### src/rtl/pipelined_mux_n_if.sv
// Handshake/bus bundle for pipelined_mux_n: input beat, control, and
// registered result. master drives beats, slave is the mux.
interface pipelined_mux_n_if #(
  parameter int unsigned WIDTH = 32,
  parameter int unsigned N     = 4,
  parameter int unsigned SELW  = 2
);
  logic [N*WIDTH-1:0] in_bus;
  logic [SELW-1:0]    sel;
  logic               in_valid;
  logic               stall;
  logic               flush;
  logic [WIDTH-1:0]   out;
  logic               out_valid;
  logic               sel_err;
  logic [7:0]         err_count;

  modport master (
    output in_bus, sel, in_valid, stall, flush,
    input  out, out_valid, sel_err, err_count
  );

  modport slave (
    input  in_bus, sel, in_valid, stall, flush,
    output out, out_valid, sel_err, err_count
  );
endinterface

### src/rtl/pipelined_mux_n.sv
// Registered N:1 word mux with 1 or 2 pipeline stages, stall/flush,
// valid tag, out-of-range select flag and saturating error counter.
module pipelined_mux_n #(
  parameter int unsigned WIDTH    = 32,
  parameter int unsigned N        = 4,
  parameter int unsigned SELW     = 2,
  parameter int unsigned STAGES   = 1,
  parameter bit          OOR_ZERO = 1'b1
) (
  input logic               Clk,
  input logic               Reset,
  pipelined_mux_n_if.slave  bus
);

  if (STAGES < 1 || STAGES > 2) begin : g_bad_stages
    $error("pipelined_mux_n: STAGES must be 1 or 2");
  end
  if ((2 ** SELW) < N) begin : g_bad_selw
    $error("pipelined_mux_n: 2**SELW must be >= N");
  end
  if (N < 2 || N > 16) begin : g_bad_n
    $error("pipelined_mux_n: N must be in 2..16");
  end

  logic [WIDTH-1:0] w_word;
  logic             w_in_range;
  logic [WIDTH-1:0] r_d1;
  logic             r_v1;
  logic             r_e1;
  logic [7:0]       r_cnt;

  // Select the addressed word; only meaningful when sel is in range.
  always_comb begin
    w_word = '0;
    for (int unsigned i = 0; i < N; i++) begin
      if (bus.sel == SELW'(i)) w_word = bus.in_bus[i*WIDTH +: WIDTH];
    end
  end

  // One extra bit so the compare stays correct when N == 2**SELW.
  assign w_in_range = ({1'b0, bus.sel} < (SELW+1)'(N));

  // Stage 1 and error counter: Reset > flush > stall > advance.
  always_ff @(posedge Clk) begin
    if (Reset) begin
      r_d1  <= '0;
      r_v1  <= 1'b0;
      r_e1  <= 1'b0;
      r_cnt <= '0;
    end else if (bus.flush) begin
      r_d1 <= '0;
      r_v1 <= 1'b0;
      r_e1 <= 1'b0;
    end else if (!bus.stall) begin
      r_v1 <= bus.in_valid;
      if (bus.in_valid) begin
        if (w_in_range) begin
          r_d1 <= w_word;
          r_e1 <= 1'b0;
        end else begin
          r_e1 <= 1'b1;
          if (OOR_ZERO) r_d1 <= '0;
          if (r_cnt != '1) r_cnt <= r_cnt + 8'd1;
        end
      end
    end
  end

  if (STAGES == 2) begin : g_s2
    logic [WIDTH-1:0] r_d2;
    logic             r_v2;
    logic             r_e2;

    // Stage 2: straight copy of stage 1 under the same control priority.
    always_ff @(posedge Clk) begin
      if (Reset || bus.flush) begin
        r_d2 <= '0;
        r_v2 <= 1'b0;
        r_e2 <= 1'b0;
      end else if (!bus.stall) begin
        r_d2 <= r_d1;
        r_v2 <= r_v1;
        r_e2 <= r_e1;
      end
    end

    assign bus.out       = r_d2;
    assign bus.out_valid = r_v2;
    assign bus.sel_err   = r_e2;
  end else begin : g_s1
    assign bus.out       = r_d1;
    assign bus.out_valid = r_v1;
    assign bus.sel_err   = r_e1;
  end

  assign bus.err_count = r_cnt;

endmodule

### src/flat_wrapper.sv
// flat-port wrapper written by rule: the top's interface ports become plain ports
module pipelined_mux_n_flat 
#(
  parameter int unsigned WIDTH    = 32,
  parameter int unsigned N        = 4,
  parameter int unsigned SELW     = 2,
  parameter int unsigned STAGES   = 1,
  parameter bit          OOR_ZERO = 1'b1
)
  (Clk, Reset, bus_in_bus, bus_sel, bus_in_valid, bus_stall, bus_flush, bus_out, bus_out_valid, bus_sel_err, bus_err_count);
  pipelined_mux_n_if #(.WIDTH(WIDTH), .N(N), .SELW(SELW)) bus_i ();
  input logic Clk;
  input logic Reset;
  input wire logic [$bits(bus_i.in_bus)-1:0] bus_in_bus;
  input wire logic [$bits(bus_i.sel)-1:0] bus_sel;
  input wire logic [$bits(bus_i.in_valid)-1:0] bus_in_valid;
  input wire logic [$bits(bus_i.stall)-1:0] bus_stall;
  input wire logic [$bits(bus_i.flush)-1:0] bus_flush;
  output wire logic [$bits(bus_i.out)-1:0] bus_out;
  output wire logic [$bits(bus_i.out_valid)-1:0] bus_out_valid;
  output wire logic [$bits(bus_i.sel_err)-1:0] bus_sel_err;
  output wire logic [$bits(bus_i.err_count)-1:0] bus_err_count;
  assign bus_i.in_bus = bus_in_bus;
  assign bus_i.sel = bus_sel;
  assign bus_i.in_valid = bus_in_valid;
  assign bus_i.stall = bus_stall;
  assign bus_i.flush = bus_flush;
  assign bus_out = bus_i.out;
  assign bus_out_valid = bus_i.out_valid;
  assign bus_sel_err = bus_i.sel_err;
  assign bus_err_count = bus_i.err_count;
  pipelined_mux_n #(.WIDTH(WIDTH), .N(N), .SELW(SELW), .STAGES(STAGES), .OOR_ZERO(OOR_ZERO)) u_core (.Clk(Clk), .Reset(Reset), .bus(bus_i));
endmodule
### config.mk
export PLATFORM = sky130hd
export DESIGN_NAME = pipelined_mux_n_flat
export DESIGN_NICKNAME = d
export VERILOG_FILES = /design/src/rtl/pipelined_mux_n_if.sv /design/src/rtl/pipelined_mux_n.sv /design/src/flat_wrapper.sv
export SDC_FILE = /design/constraint.sdc
export NUM_CORES = 1
export LEC_CHECK = 0
export ABC_AREA = 0
export CAP_MARGIN = 20
export CORE_ASPECT_RATIO = 0.6
export CORE_MARGIN = 5
export CORE_UTILIZATION = 31
export DETAILED_ROUTE_END_ITERATION = 8
export GPL_ROUTABILITY_DRIVEN = 0
export HOLD_SLACK_MARGIN = 0.1
export PLACE_DENSITY = 0.89
export SYNTH_ARGS = -nofsm -noshare
export SYNTH_HDL_FRONTEND = slang
export SYNTH_SLANG_ARGS = --single-unit
### constraint.sdc
create_clock -name Clk -period 1.65 [get_ports Clk]
set_input_delay 0.165 -clock Clk [delete_from_list [all_inputs] [get_ports Clk]]
set_output_delay 0.165 -clock Clk [all_outputs]
set_load 0.005 [all_outputs]
==> flow_summary.ini <==
[synthesis]
netlist_area_sq_um = 1930
synth_area_per_cell_sq_um = 14.2
synth-edff-count = 0
yosysMostFrequentCell = dfxtp_1
yosysTopAreaCellShare = 0.349
ys_warn_count = 0
synth_cell_types = 18
yosys.area.top_type = mux4_2
ys_seq_area_frac = 0.342
ys_ff_latch = 33
postSynth.asyncResetShare = 0
synth_flop_cell = dfxtp_1
synth_common_cells = dfxtp_1 (33), mux4_2 (30), a22o_1 (22)
synth_cells = 136
synthTopCellsByArea = mux4_2 (35%), dfxtp_1 (34%), a22o_1 (10%)

[layout]
area_delta_synth_final_pct = 94.0
post-route-util = 0.617
antennaDiodeCount = 0
drive_gt1_frac = 0.161
register_area_sq_um = 661
n_fill_cell = 529
multi_input_area_sq_um = 1130
nets = 440

[setup_path]
critPathKind = flop to primary output
critPathMaxStageDelay_ns = 0.52
crit_path_start_kind = flop
cp_top_family = buffers and inverters
crit_arrival_ns = 1.16
crit_required_ns = 1.48
crit_chain = clkdlybuf4s50_1
crit_buf_inv = 1
end_kind = primary output
crit_slowest_cell = clkdlybuf4s50_1
path_max_fanout = 2
startpoint = u_core.bus.out[12]
rr_startpoint = u_core.bus.out[22]

[sta]
timing.final.crit_share = 0.801
period_minus_slack_ns = 1.32
fmax_mhz = 757
rsz0062_at_grt = false
fin_skew_ns = 0
maxSlewViolCount = 0
setup_viol = 0
finalSetupTns_ns = 0
hold_viol_final = 0

[worst_hold_path]
hp-class = flop to flop
hp-start = u_core.bus.out_valid

[cts]
cts_sinks = 33
h-tree-depth = 2
insertion_delay_ns = 0.27
hold_buffers = 0
cts_made_buffers = 5
cts_tree = done
post_cts_buffers = 0
path_clk_slew_ns = 0.07
root_buffer = clkbuf_8
cts_resized = 0
cts_buffer_depth = 2

[status]
outcome = completed

[detailed_routing]
wl_met2_mm = 3.56
viasPerCell = 4.83
post-route-drc-count = 0
post_drt_wl_per_cell_um = 18.2
topRoutingLayerUsed = met4
drt_iter0_markers = 75
wl_met3_um = 848
drt-total-wl_mm = 7.08
num_vias = 1879
wl_met1_mm = 2.63
ant_nets = 0
dr.pass1.iters = 4

[grt]
grt.overflow.total = 0
grt_max_degree = 33
grt_pass1_wl_mm = 10.9
grt_usage = 0.175
antenna_found_initial = 0
grt_pass1_vias = 2134

[placement]
io_buffer_count = 167
dp_hpwl_mm = 5.89

[power_and_ir_drop]
power.density_nw_per_um2 = 554
vdd_drop_max_mv = 0.297
p_leak_nw = 1.42
p_total_mw = 2.08

[floorplanning]
io_pins = 177
core_area_sq_um = 6080
rows = 22
fp.dieW_um = 112
fp.dieArea_sq_um = 7970
fp.dieH_um = 71.2
floorplan.initialDensity = 0.318

[flow_run]
cap_violations = 0
## flip-flops by register name (all words and copies together) (netlist names)
signal                flops
u_core.bus.out_valid      1
u_core.bus.out           32
## power by group
part           leakage [nW]  switching (mW)  internal (mW)
clock network        0.0443           0.279          0.331
registers             0.268          0.0116          0.818
logic                  1.11           0.164          0.475
## stage by stage
stage | instances | hold slack (ns) | instance area, sq um | setup slack, ns
after floorplan | 144 | 0.310 | 1960 | 0.450
after global placement | 382 | 0.444 | 3670 | 0.104
after global routing | 389 | 0.482 | 3750 | 0.275
final | 389 | 0.456 | 3750 | 0.329
after CTS | 389 | 0.457 | 3750 | 0.303
after detailed placement | 382 | 0.450 | 3670 | 0.0594
## per-layer routing
layer  vias up  GRT usage
li1        871          -
met1       892      0.194
met2       112      0.307
met3         4     0.0829
met4         0     0.0413
met5         -          0
## placed cells by master (no fill, tap or decap)
cell             netlist  final
mux2i_1               10     10
buf_4                  9      6
nand2_1                1      1
dfxtp_1               33     33
mux4_2                30     30
clkdlybuf4s50_1        0    166
clkbuf_1               1      1
nor2_1                11     10
buf_12                 3      3
mux4_1                 2      2
a22o_1                22     22
buf_2                  6      1
nor2_2                 0      1
nor2b_2                0      1
a21oi_1                1      1
conb_1                 1      9
or2_2                  1      1
clkbuf_8               0      6
nand2b_1               1      1
## final cells by class
class,instances,share of cell area
clock buffers,7,0.0230
multi-input cells,89,0.301
flip-flops and latches,33,0.176
well taps,84,0.0280
repair buffers,176,0.472
## cell families after synthesis
logic type / count (synthesis) / share of synthesized area
AND/OR/NAND/NOR: 15 / 0.0330
AO/OA/AOI/OAI: 23 / 0.102
other: 1 / 0.00194
multiplexers: 42 / 0.428
buffers and inverters: 22 / 0.0931
flip-flops: 33 / 0.342
## final timing paths
check / endpoint / slack [ns] / depth (start not counted)
worst max-delay path: bus_out[12] / 0.33 / 1
worst min-delay path: u_core.bus.out_valid / 0.46 / 2
worst max register to register: u_core.bus.out[22] / 1.02 / 1
worst min register to register: u_core.bus.out_valid / 0.46 / 2
Note: power is estimated with default switching activity, not from simulation.
